$ cat config.mk
export PLATFORM = sky130hd
export DESIGN_NAME = lcd_frame_reader
export DESIGN_NICKNAME = d
export VERILOG_FILES = /design/src/rtl/lcd_timing_pkg.sv /design/src/rtl/lcd_timing_gen.sv /design/src/rtl/lcd_frame_reader.sv
export SDC_FILE = /design/constraint.sdc
export NUM_CORES = 1
export LEC_CHECK = 0
export BUFFER_PORTS_ARGS = -buffer_cell sky130_fd_sc_hd__buf_2
export CAP_MARGIN = 5
export CORE_ASPECT_RATIO = 0.5
export CORE_MARGIN = 2
export CORE_UTILIZATION = 52
export CTS_CLUSTER_DIAMETER = 150
export CTS_CLUSTER_SIZE = 10
export DETAILED_ROUTE_END_ITERATION = 10
export MAX_ROUTING_LAYER = met4
export PLACE_DENSITY = 0.85
export SYNTH_ARGS = -nofsm -noshare
export SYNTH_HDL_FRONTEND = slang
export SYNTH_SLANG_ARGS = --single-unit
$ cat constraint.sdc
create_clock -name iClk -period 6 [get_ports iClk]
set_clock_uncertainty 0.15 [all_clocks]
set_input_delay 1.5 -clock iClk [delete_from_list [all_inputs] [get_ports iClk]]
set_output_delay 1.5 -clock iClk [all_outputs]
set_load 0.03 [all_outputs]
$ cat src/rtl/lcd_timing_pkg.sv
// Shared timing defaults, FSM encoding and pixel unpacking for the LCD read path.
package lcd_timing_pkg;

    // 800x480 panel defaults
    localparam int H_ACTIVE_DEF = 800;
    localparam int H_FP_DEF     = 210;
    localparam int H_SYNC_DEF   = 1;
    localparam int H_BP_DEF     = 45;
    localparam int V_ACTIVE_DEF = 480;
    localparam int V_FP_DEF     = 22;
    localparam int V_SYNC_DEF   = 1;
    localparam int V_BP_DEF     = 22;

    localparam int H_TOTAL = H_ACTIVE_DEF + H_FP_DEF + H_SYNC_DEF + H_BP_DEF;  // 1056
    localparam int V_TOTAL = V_ACTIVE_DEF + V_FP_DEF + V_SYNC_DEF + V_BP_DEF;  // 525

    typedef enum logic [1:0] {
        ST_IDLE = 2'd0,
        ST_ARM  = 2'd1,
        ST_RUN  = 2'd2
    } fsm_state_t;

    // FIFO1 = {0, G[7:3], B[7:0], xx}, FIFO2 = {0, G[2:0], xx, R[7:0], xx}
    // Result is {R, G, B}.
    function automatic logic [23:0] unpack_rgb(input logic [15:0] rd1, input logic [15:0] rd2);
        return {rd2[9:2], rd1[14:10], rd2[14:12], rd1[9:2]};
    endfunction

endpackage

$ cat src/rtl/lcd_timing_gen.sv
// Raster counters and region decode: produces the pre-registered timing strobes
// for one frame of LCD output while the reader is running.
module lcd_timing_gen #(
    parameter int H_ACTIVE = 800,
    parameter int H_FP     = 210,
    parameter int H_SYNC   = 1,
    parameter int H_BP     = 45,
    parameter int V_ACTIVE = 480,
    parameter int V_FP     = 22,
    parameter int V_SYNC   = 1,
    parameter int V_BP     = 22
) (
    input  logic iClk,
    input  logic iRst_n,
    input  logic i_run,
    output logic o_pre_de,
    output logic o_hs_act,
    output logic o_vs_act,
    output logic o_first_pix,
    output logic o_load_pt,
    output logic o_frame_end
);

    localparam int HT = H_ACTIVE + H_FP + H_SYNC + H_BP;
    localparam int VT = V_ACTIVE + V_FP + V_SYNC + V_BP;
    localparam int HW = $clog2(HT);
    localparam int VW = $clog2(VT);

    localparam logic [HW-1:0] H_LAST   = HW'(HT - 1);
    localparam logic [HW-1:0] H_ACT    = HW'(H_ACTIVE);
    localparam logic [HW-1:0] H_SYNC_S = HW'(H_ACTIVE + H_FP);
    localparam logic [HW-1:0] H_SYNC_E = HW'(H_ACTIVE + H_FP + H_SYNC);
    localparam logic [VW-1:0] V_LAST   = VW'(VT - 1);
    localparam logic [VW-1:0] V_ACT    = VW'(V_ACTIVE);
    localparam logic [VW-1:0] V_SYNC_S = VW'(V_ACTIVE + V_FP);
    localparam logic [VW-1:0] V_SYNC_E = VW'(V_ACTIVE + V_FP + V_SYNC);

    logic [HW-1:0] r_h;
    logic [VW-1:0] r_v;
    logic          w_h_last;
    logic          w_v_last;

    assign w_h_last = (r_h == H_LAST);
    assign w_v_last = (r_v == V_LAST);

    // Raster counters advance only while running; otherwise they park at the origin
    // so the first running cycle is always pixel (0,0).
    always_ff @(posedge iClk) begin
        if (!iRst_n || !i_run) begin
            r_h <= '0;
            r_v <= '0;
        end else if (w_h_last) begin
            r_h <= '0;
            r_v <= w_v_last ? '0 : r_v + VW'(1);
        end else begin
            r_h <= r_h + HW'(1);
        end
    end

    assign o_pre_de    = i_run && (r_h < H_ACT) && (r_v < V_ACT);
    assign o_hs_act    = i_run && (r_h >= H_SYNC_S) && (r_h < H_SYNC_E);
    assign o_vs_act    = i_run && (r_v >= V_SYNC_S) && (r_v < V_SYNC_E);
    assign o_first_pix = i_run && (r_h == '0) && (r_v == '0);
    // Start of vertical blanking: the SDRAM side has the whole blanking time to rewind.
    assign o_load_pt   = i_run && (r_h == '0) && (r_v == V_ACT);
    assign o_frame_end = i_run && w_h_last && w_v_last;

endmodule

$ cat src/rtl/lcd_frame_reader.sv
// LCD read path: run/arm FSM, FIFO pop handshake, RGB unpack and the registered
// timing outputs toward the LTM panel.
module lcd_frame_reader
    import lcd_timing_pkg::*;
#(
    parameter int   H_ACTIVE = H_ACTIVE_DEF,
    parameter int   H_FP     = H_FP_DEF,
    parameter int   H_SYNC   = H_SYNC_DEF,
    parameter int   H_BP     = H_BP_DEF,
    parameter int   V_ACTIVE = V_ACTIVE_DEF,
    parameter int   V_FP     = V_FP_DEF,
    parameter int   V_SYNC   = V_SYNC_DEF,
    parameter int   V_BP     = V_BP_DEF,
    parameter logic SYNC_POL = 1'b0
) (
    input  logic        iClk,
    input  logic        iRst_n,
    input  logic        iEnable,
    input  logic [15:0] iRd1_data,
    input  logic [15:0] iRd2_data,
    input  logic        iRd_empty,
    input  logic        iClr_flags,
    output logic        oRead,
    output logic        oRd_load,
    output logic [7:0]  oLCD_R,
    output logic [7:0]  oLCD_G,
    output logic [7:0]  oLCD_B,
    output logic        oDE,
    output logic        oHS,
    output logic        oVS,
    output logic        oFrame_start,
    output logic        oUnderflow
);

    fsm_state_t r_state;
    fsm_state_t w_state_next;

    logic w_run;
    logic w_pre_de;
    logic w_hs_act;
    logic w_vs_act;
    logic w_first_pix;
    logic w_load_pt;
    logic w_frame_end;
    logic w_read;
    logic w_load_req;

    logic r_de;
    logic r_hs;
    logic r_vs;
    logic r_rd_done;
    logic r_rd_load;
    logic r_fs;
    logic r_underflow;

    logic [23:0] w_rgb;
    logic [23:0] w_rgb_out;

    assign w_run = (r_state == ST_RUN);

    lcd_timing_gen #(
        .H_ACTIVE (H_ACTIVE),
        .H_FP     (H_FP),
        .H_SYNC   (H_SYNC),
        .H_BP     (H_BP),
        .V_ACTIVE (V_ACTIVE),
        .V_FP     (V_FP),
        .V_SYNC   (V_SYNC),
        .V_BP     (V_BP)
    ) u_timing (
        .iClk        (iClk),
        .iRst_n      (iRst_n),
        .i_run       (w_run),
        .o_pre_de    (w_pre_de),
        .o_hs_act    (w_hs_act),
        .o_vs_act    (w_vs_act),
        .o_first_pix (w_first_pix),
        .o_load_pt   (w_load_pt),
        .o_frame_end (w_frame_end)
    );

    // FSM state register.
    always_ff @(posedge iClk) begin
        if (!iRst_n) begin
            r_state <= ST_IDLE;
        end else begin
            r_state <= w_state_next;
        end
    end

    // Next state plus FIFO pop / reload requests. A running frame is always
    // finished before dropping back to IDLE.
    always_comb begin
        w_state_next = r_state;
        w_read       = 1'b0;
        w_load_req   = 1'b0;
        case (r_state)
            ST_IDLE: begin
                if (iEnable) begin
                    w_state_next = ST_ARM;
                end
            end
            ST_ARM: begin
                if (!iRd_empty) begin
                    w_state_next = ST_RUN;
                    w_load_req   = 1'b1;
                end
            end
            ST_RUN: begin
                w_read     = w_pre_de && !iRd_empty;
                w_load_req = w_load_pt;
                if (w_frame_end && !iEnable) begin
                    w_state_next = ST_IDLE;
                end
            end
            default: begin
                w_state_next = ST_IDLE;
            end
        endcase
    end

    // Output timing stage: strobes decoded from the raster in cycle t show up at t+1,
    // the same cycle the FIFO presents the word popped at t.
    always_ff @(posedge iClk) begin
        if (!iRst_n) begin
            r_de      <= 1'b0;
            r_hs      <= ~SYNC_POL;
            r_vs      <= ~SYNC_POL;
            r_rd_done <= 1'b0;
            r_rd_load <= 1'b0;
            r_fs      <= 1'b0;
        end else begin
            r_de      <= w_pre_de;
            r_hs      <= w_hs_act ? SYNC_POL : ~SYNC_POL;
            r_vs      <= w_vs_act ? SYNC_POL : ~SYNC_POL;
            r_rd_done <= w_read;
            r_rd_load <= w_load_req;
            r_fs      <= w_first_pix;
        end
    end

    // Sticky underflow; a fresh underflow beats a simultaneous clear.
    always_ff @(posedge iClk) begin
        if (!iRst_n) begin
            r_underflow <= 1'b0;
        end else if (w_pre_de && iRd_empty) begin
            r_underflow <= 1'b1;
        end else if (iClr_flags) begin
            r_underflow <= 1'b0;
        end
    end

    // FIFO q is valid the cycle after the pop, so unpack it directly and black it
    // out whenever no pop happened (blanking or an underflowed pixel).
    assign w_rgb = unpack_rgb(iRd1_data, iRd2_data);

    generate
        for (genvar gi = 0; gi < 24; gi++) begin : g_rgb_gate
            assign w_rgb_out[gi] = w_rgb[gi] & r_rd_done;
        end
    endgenerate

    assign {oLCD_R, oLCD_G, oLCD_B} = w_rgb_out;

    assign oRead        = w_read;
    assign oRd_load     = r_rd_load;
    assign oDE          = r_de;
    assign oHS          = r_hs;
    assign oVS          = r_vs;
    assign oFrame_start = r_fs;
    assign oUnderflow   = r_underflow;

endmodule

# Word level (Yosys, flattened, before mapping)
# Cells that the tools add are included.
# totals
register_bits,30
latchBits,0
ramBits,0
mem_bits_ro,0
in_bits,37
elab_cells,87
mem_count,0
# op_classes
addsub,2
multipliers,0
div_mod_pow,0
order_cmp,6
eq_ne,8
shift,0
mux,12
n_bitwise,24
n_reduce_logical,25
# ops
cell,count
1-bit AND,24
"11-bit by 10-bit less-than comparator with 1-bit output, second input constant",2
"10-bit by 9-bit less-than comparator with 1-bit output, second input constant",2
1-bit logical AND,14
"11-bit by 1-bit adder with 11-bit output, second input constant",1
"11-bit == test, second input constant",1
"11-bit by 10-bit >= comparator with 1-bit output, second input constant",1
11-bit zero test,1
"10-bit by 1-bit adder with 10-bit output, second input constant",1
"10-bit == test, second input constant",1
"10-bit by 9-bit == test with 1-bit output, second input constant",1
"10-bit by 9-bit >= comparator with 1-bit output, second input constant",1
10-bit zero test,1
10-bit two-way mux,1
1-bit two-way mux,6
2-bit two-way mux,3
"2-bit inequality test, second input constant",3
2-bit case mux with 3 select lines,1
1-bit zero test,4
3-bit AND reduction,1
"2-bit by 1-bit == test with 1-bit output, second input constant",1
"2-bit == test, second input constant",1
2-bit zero test,1
1-bit case mux with 2 select lines,1
3 further kinds,3

# Logic depth before layout (Yosys ltp)
# Gate-level depths: netlist of the first run.
# logic_depth
ltp_word,6
ltp_mapped,7
mapped_depth_nobuf,6

# Cells and area by module
# A second synthesis of the first run with hierarchy kept.
# hier_totals
cells_unflattened,196
area_unflattened_um2,1637.8
# by_module_without_submodules
mod,n_inst,cells_each,area_each_um2,seq_area_each_um2
lcd_timing_gen,1,130,1101.1,420.4
lcd_frame_reader,1,66,536.8,180.2

# Worst setup path before layout of the first run
# Ideal clock, no wire load.
# synth_timing
path_kind,input-to-output
startpoint,input port iRd_empty
endpoint,output port oRead
arrival_ns,1.932
path_slack_ns,2.418
path_stages,1
n_path_buf,0
cell_sequence,nor2b_1
# synth_between
elab_chain_cells,3
# synth_lines
item,line_no,text
"start, declared",lcd_frame_reader.sv:21,"input logic iRd_empty,"
1-bit zero test,lcd_frame_reader.sv:110,w_read = w_pre_de && !iRd_empty;
1-bit logical AND,lcd_frame_reader.sv:110,
1-bit two-way mux,lcd_frame_reader.sv:97,case (r_state)
"end, declared",lcd_frame_reader.sv:23,"output logic oRead,"
# Every way passes these cells.

# Final worst setup path of the first run
# Ends and elaborated chain as after synthesis.

==> results of run 1 <==
-- where the power goes --
part	total [mW]	switching, mW	internal (mW)
logic	0.110	0.0646	0.0453
clock network	0.150	0.0708	0.0796
registers	0.218	0.00943	0.209
total	0.479	0.145	0.334
-- cell usage in the layout (no fill, tap or decap), types with 2 or more instances in the layout --
cell type,n
o31ai_1,4
nand4_1,4
xnor2_1,5
nor2b_1,3
a21oi_1,8
mux2i_1,3
nor2_1,15
o211ai_1,2
dfxtp_1,30
nand2_1,12
o21ai_0,6
or4_1,4
and4_1,2
nor4_1,2
inv_1,10
clkbuf_1,2
and3_1,3
and2_1,26
nand3_1,10
nor3b_1,2
clkbuf_8,5
or3_1,5
nor4b_1,2
buf_2,59
ha_1,11
xor2_1,5
-- worst register-to-register path, cell delays in order, from the launching register on --
cell	delay, ns
dfxtp_1	0.42
ha_1	0.23
and3_1	0.31
nand4_4	0.22
or4_1	0.54
a21oi_1	0.14
-- routing by layer --
layer,wire length (µm),global-route usage (%),part of all wire (%),up-vias
li1,-,-,-,798
met2,1710,35.6,46,48
met5,0,-,0,-
met3,253,6.90,6.8,5
met4,53,8.89,1.4,0
met1,1710,24.5,46,706
-- state kept, by name, indices dropped and copies added (netlist names) --
name and flops:
u_timing.r_v 10, u_timing.r_h 11, oDE 1, oVS 1
oHS 1, r_rd_done 1, oUnderflow 1, oRd_load 1
oFrame_start 1, r_state 2
-- stage by stage --
| stage | instances | worst slack (ns) | hold slack, ns | total power, mW |
|---|---|---|---|---|
| after floorplan | 195 | 2.42 | 0.296 | 0.300 |
| after CTS | 295 | 2.42 | 0.342 | 0.482 |
| after global routing | 295 | 2.39 | 0.352 | 0.504 |
| final | 295 | 2.42 | 0.338 | 0.479 |
| after global placement | 288 | 2.41 | 0.318 | 0.328 |
| after detailed placement | 288 | 2.42 | 0.334 | 0.333 |
-- cell families (layout without fill, tap and decap cells) --
family | after synthesis | after routing | share of synthesized area, %
flip-flops | 30 | 30 | 35.3
multiplexers | 3 | 3 | 1.77
AND/OR/NAND/NOR | 99 | 99 | 35.0
adder cells (fa/ha/maj) | 11 | 11 | 8.10
XOR/XNOR | 10 | 10 | 5.15
buffers and inverters | 16 | 76 | 4.49
AO/OA/AOI/OAI | 26 | 26 | 10.2
-- final timing paths --
kind | startpoint | to | slack (ns) | depth (start not counted)
setup reg to reg | u_timing.r_h[1] | u_timing.r_v[7] | 3.91 | 5
setup / recovery | iRd_empty | oRead | 2.42 | 3
hold reg to reg | r_state[1] | r_state[1] | 0.34 | 2
hold / removal | r_state[1] | r_state[1] | 0.34 | 2
-- layout make-up --
class | count | area, µm² | share of cell area (%)
Clock buffer | 7 | 76.3 | 3.67
Inverter | 10 | 37.5 | 1.80
Multi-Input combinational cell | 149 | 1020 | 49.1
Sequential cell | 30 | 601 | 28.8
Tap cell | 40 | 50.0 | 2.40
Timing Repair Buffer | 59 | 295 | 14.2
==> flow_metrics.py, run 1 <==
metrics = {
    "global_route": {
        "grt_overflow": 0,
        "grt_usage_pct": 21.4,
        "grt_max_degree": 25,
        "grt_pass1_wl_um": 6080,
        "antenna_found_initial": 0,
        "grt_pass1_vias": 1378,
    },
    "drt": {
        "drt_pass1_iterations": 4,
        "wire_per_inst_um": 12.6,
        "via_per_inst": 5.28,
        "wirelength_um": 3720,
        "drcViolationCount": 0,
        "num_vias": 1557,
        "ant_nets": 0,
        "drt_iter0_markers": 81,
    },
    "clocking": {
        "cts_setup_buffers": 0,
        "cts_sinks": 30,
        "cts_root_buf": "clkbuf_8",
        "htreeDepth": 2,
        "ctsResizeCount": 0,
        "hold_buffers": 0,
        "numCtsBuffers": 5,
        "cts_tree": "done",
        "path_clk_slew_ns": 0.06,
        "clk_path_buf_depth": 2,
        "clk_latency_ns": 0.28,
    },
    "sta": {
        "setup_viol": 0,
        "max-slew-margin-rel_pct": 67.2,
        "tns_ns": 0,
        "post-route-min-period_ns": 3.58,
        "final_min_period_over_clock_period_pct": 59.6,
        "hold_violations": 0,
        "max_freq_ghz": 0.279,
        "rsz0062_at_grt": "no",
        "worst_pin_slew_ns": 0.491,
        "drv_slew": 0,
    },
    "setup_path": {
        "crit_chain": "buf_2 -> nor2b_1 -> buf_2",
        "required_ns": 4.35,
        "crit_family": "buffers and inverters",
        "timing.critical_path.mode_cell": "buf_2",
        "crit_slowest_cell": "buf_2",
        "cp-start-kind": "input pin",
        "worstSetupPathType": "input pin to output port",
        "worstPathMaxFanout": 6,
        "path_buf_inv": 2,
        "cpPeakStageDelay_ns": 0.20,
        "end_kind": "output port",
        "critPathArrivalTime_ns": 1.93,
    },
    "placement": {
        "dp_hpwl_um": 2810,
        "gp_congestion": 0.819,
        "portBuffers": 59,
        "dpl-instance-area_um2": 2010,
    },
    "yosys": {
        "ys.flop_type": "dfxtp_1",
        "synth_edf_count": 0,
        "yosysMostFrequentCell": "dfxtp_1",
        "synthTopCellsByArea": "dfxtp_1 (35%), and2_1 (9.6%), ha_1 (8.1%), nor2_1 (3.3%), nand3_1 (2.9%)",
        "synth_top_area_share_pct": 35.3,
        "netlist_area_um2": 1700,
        "yosysTopAreaCell": "dfxtp_1",
        "ys_types": 41,
        "yosysWarnings": 0,
        "syn_inst": 195,
        "yosysSeqAreaShare_pct": 35.3,
        "async_flop_share_pct": 0,
        "synth_fp_nets": 243,
        "avgSynthCellArea_um2": 8.71,
        "synth_common_cells": "dfxtp_1 (30), and2_1 (26), nor2_1 (15)",
        "ys_ff_latch": 30,
    },
    "run_status": {
        "status": "finished clean",
    },
    "floorplanning": {
        "die_y_um": 44.4,
        "fp.dieW_um": 84.8,
        "num_rows": 14,
        "initial_core_util_pct": 55.4,
        "pin_count": 68,
        "core_area_um2": 3070,
        "dieArea_um2": 3770,
    },
    "hold_path": {
        "worstHoldPathType": "register to register",
    },
    "final_layout": {
        "area_growth_pct": 22.5,
        "fin_area_um2": 2080,
        "nFillCells": 259,
        "drive_gt1_share_pct": 27.8,
        "nets": 303,
        "diodes": 0,
        "fin_util_pct": 67.9,
    },
    "power": {
        "vdd_drop_max_v": 0.000141,
        "power_density_nw_per_um2": 230,
        "p_leak_nw": 0.923,
    },
    "run": {
        "max_cap_violations": 0,
    },
}
No activity file was read; power rests on OpenSTA's default activity.
==> run 2, diff against run 1 <==
- CORE_UTILIZATION: 52 -> 43
- PLACE_DENSITY: 0.85 -> 0.75
- clock period: 6 -> 3.1 ns (I/O delays scaled with it)
==> run 2 against run 1 <==
  * Sequential power rose by 94%
  * Sequential share of layout area fell by 0.44 points
  * Clock power rose by 120%
  * Largest cell class unchanged
  * Critical path depth rose by 3
==> flow_metrics.py, run 2 (synthesis results as in run 1) <==
metrics = {
    "run_status": {
        "status": "finished clean",
    },
    "clocking": {
        "htreeDepth": 2,
        "cts_setup_buffers": 0,
        "hold_buffers": 0,
        "cts_root_buf": "clkbuf_8",
        "clk_latency_ns": 0.28,
        "cts_tree": "done",
        "path_clk_slew_ns": 0.06,
        "clk_path_buf_depth": 2,
        "numCtsBuffers": 5,
        "cts_sinks": 30,
        "ctsResizeCount": 0,
    },
    "final_layout": {
        "top_register": "u_timing.r_h",
        "final_common_cell": "buf_2",
        "drive_gt1_share_pct": 28.5,
        "reg_top3": "u_timing.r_h x11, u_timing.r_v x10, r_state x2",
        "largest_register_ffs": 11,
        "nets": 303,
        "area_growth_pct": 24.4,
        "fin_util_pct": 55.0,
        "nFillCells": 364,
        "diodes": 0,
        "layout_common_cells": "buf_2 (59), dfxtp_1 (30), and2_1 (26)",
    },
    "drt": {
        "via_per_inst": 5.23,
        "drt_iter0_markers": 127,
        "wire_per_inst_um": 12.8,
        "wirelength_um": 3960,
        "drt_pass1_iterations": 4,
        "drcViolationCount": 0,
        "ant_nets": 0,
        "num_vias": 1622,
    },
    "setup_path": {
        "cpPeakStageDelay_ns": 0.35,
        "crit_chain": "inv_1 -> ha_1 -> nor3b_1 -> o211a_1 -> nor2b_1 -> buf_2",
        "r2r_cells": 5,
        "worstReg2RegEnd": "u_timing.r_v[7]",
        "endpoint": "oRead",
        "end_kind": "output port",
        "worstSetupPathType": "register to output port",
        "cp-startpoint": "r_state[0]",
        "worstPathMaxFanout": 4,
        "critPathArrivalTime_ns": 1.90,
        "required_ns": 2.17,
        "reg2reg_from": "u_timing.r_h[1]",
        "reg2reg_slack_ns": 0.97,
        "crit_slowest_cell": "nor3b_1",
        "cp-start-kind": "register",
    },
    "floorplanning": {
        "pin_count": 68,
        "fp.dieW_um": 92.9,
        "die_y_um": 48.5,
        "core_area_um2": 3840,
        "initial_core_util_pct": 44.2,
        "num_rows": 16,
        "dieArea_um2": 4500,
    },
    "sta": {
        "drv_slew": 0,
        "tns_ns": 0,
        "post-route-min-period_ns": 2.82,
        "max-slew-margin-rel_pct": 67.8,
        "rsz0062_at_grt": "no",
        "final_min_period_over_clock_period_pct": 91.1,
        "worst_pin_slew_ns": 0.482,
        "hold_violations": 0,
        "max_freq_ghz": 0.354,
        "setup_viol": 0,
    },
    "run": {
        "max_cap_violations": 0,
    },
    "global_route": {
        "grt_pass1_wl_um": 6580,
        "grt_max_degree": 25,
        "grt_usage_pct": 18.8,
        "grt_pass1_vias": 1462,
        "antenna_found_initial": 0,
        "grt_overflow": 0,
    },
    "hold_path": {
        "worstHoldPathType": "register to register",
    },
    "placement": {
        "gp_congestion": 0.835,
        "dp_hpwl_um": 3000,
        "portBuffers": 59,
    },
    "power": {
        "total_power_uw": 965,
        "vdd_drop_max_v": 0.000180,
        "p_leak_nw": 0.933,
        "power_density_nw_per_um2": 457,
    },
}
==> run 2: where the power goes <==
part           switching [mW]  leakage (nW)  internal (mW)
clock                   0.145        0.0482          0.179
combinational           0.130         0.642         0.0893
sequential             0.0177         0.242          0.404
total                   0.293         0.933          0.672
==> run 2: cell type report <==
type	count	area, µm²	share of cell area [%]
Multi-Input combinational cell	149	1020	48.3
Sequential cell	30	601	28.4
Timing Repair Buffer	59	295	14.0
Clock buffer	7	86.3	4.08
Tap cell	54	67.6	3.20
Inverter	10	37.5	1.78
Clock inverter	1	5.00	0.237
==> run 2: how the worst min path moves through the flow <==
| stage | start | endpoint | slack, ns | cells after the start |
|---|---|---|---|---|
| 2_1_floorplan | u_timing.r_h[0] | u_timing.r_h[0] | 0.30 | 1 |
| 4_1_cts | u_timing.r_h[0] | u_timing.r_h[0] | 0.35 | 1 |
| 3_3_place_gp | r_state[1] | r_state[1] | 0.32 | 2 |
| 6_report | u_timing.r_h[0] | u_timing.r_h[0] | 0.34 | 1 |
| 3_5_place_dp | u_timing.r_h[0] | u_timing.r_h[0] | 0.34 | 1 |
| 5_1_grt | oUnderflow | oUnderflow | 0.37 | 1 |
==> run 2: metrics by stage <==
| step | hold WS [ns] | instance area (µm²) | setup WS [ns] | cells |
|---|---|---|---|---|
| CTS | 0.351 | 2110 | 0.296 | 310 |
| detailed placement | 0.335 | 2020 | 0.627 | 302 |
| global route | 0.371 | 2110 | 0.153 | 310 |
| floorplan | 0.296 | 1700 | 0.643 | 195 |
| finish | 0.343 | 2110 | 0.276 | 310 |
| global placement | 0.321 | 2020 | 0.676 | 302 |
==> run 2: worst max-delay path: cells and delay by family (launching register included) <==
family	cells	cell delay [ns]
compound gates	1	0.25
fa+ha+maj	1	0.22
buf+inv	2	0.32
flops	1	0.34
simple gates	2	0.48
==> run 2: per-layer routing <==
layer  up-vias  GRT usage (%)  routed length [µm]
met1       757           21.6                1680
met5         -              -                   0
li1        800              -                   -
met4         0           3.68                  25
met3         3           6.85                 342
met2        62           32.1                1920
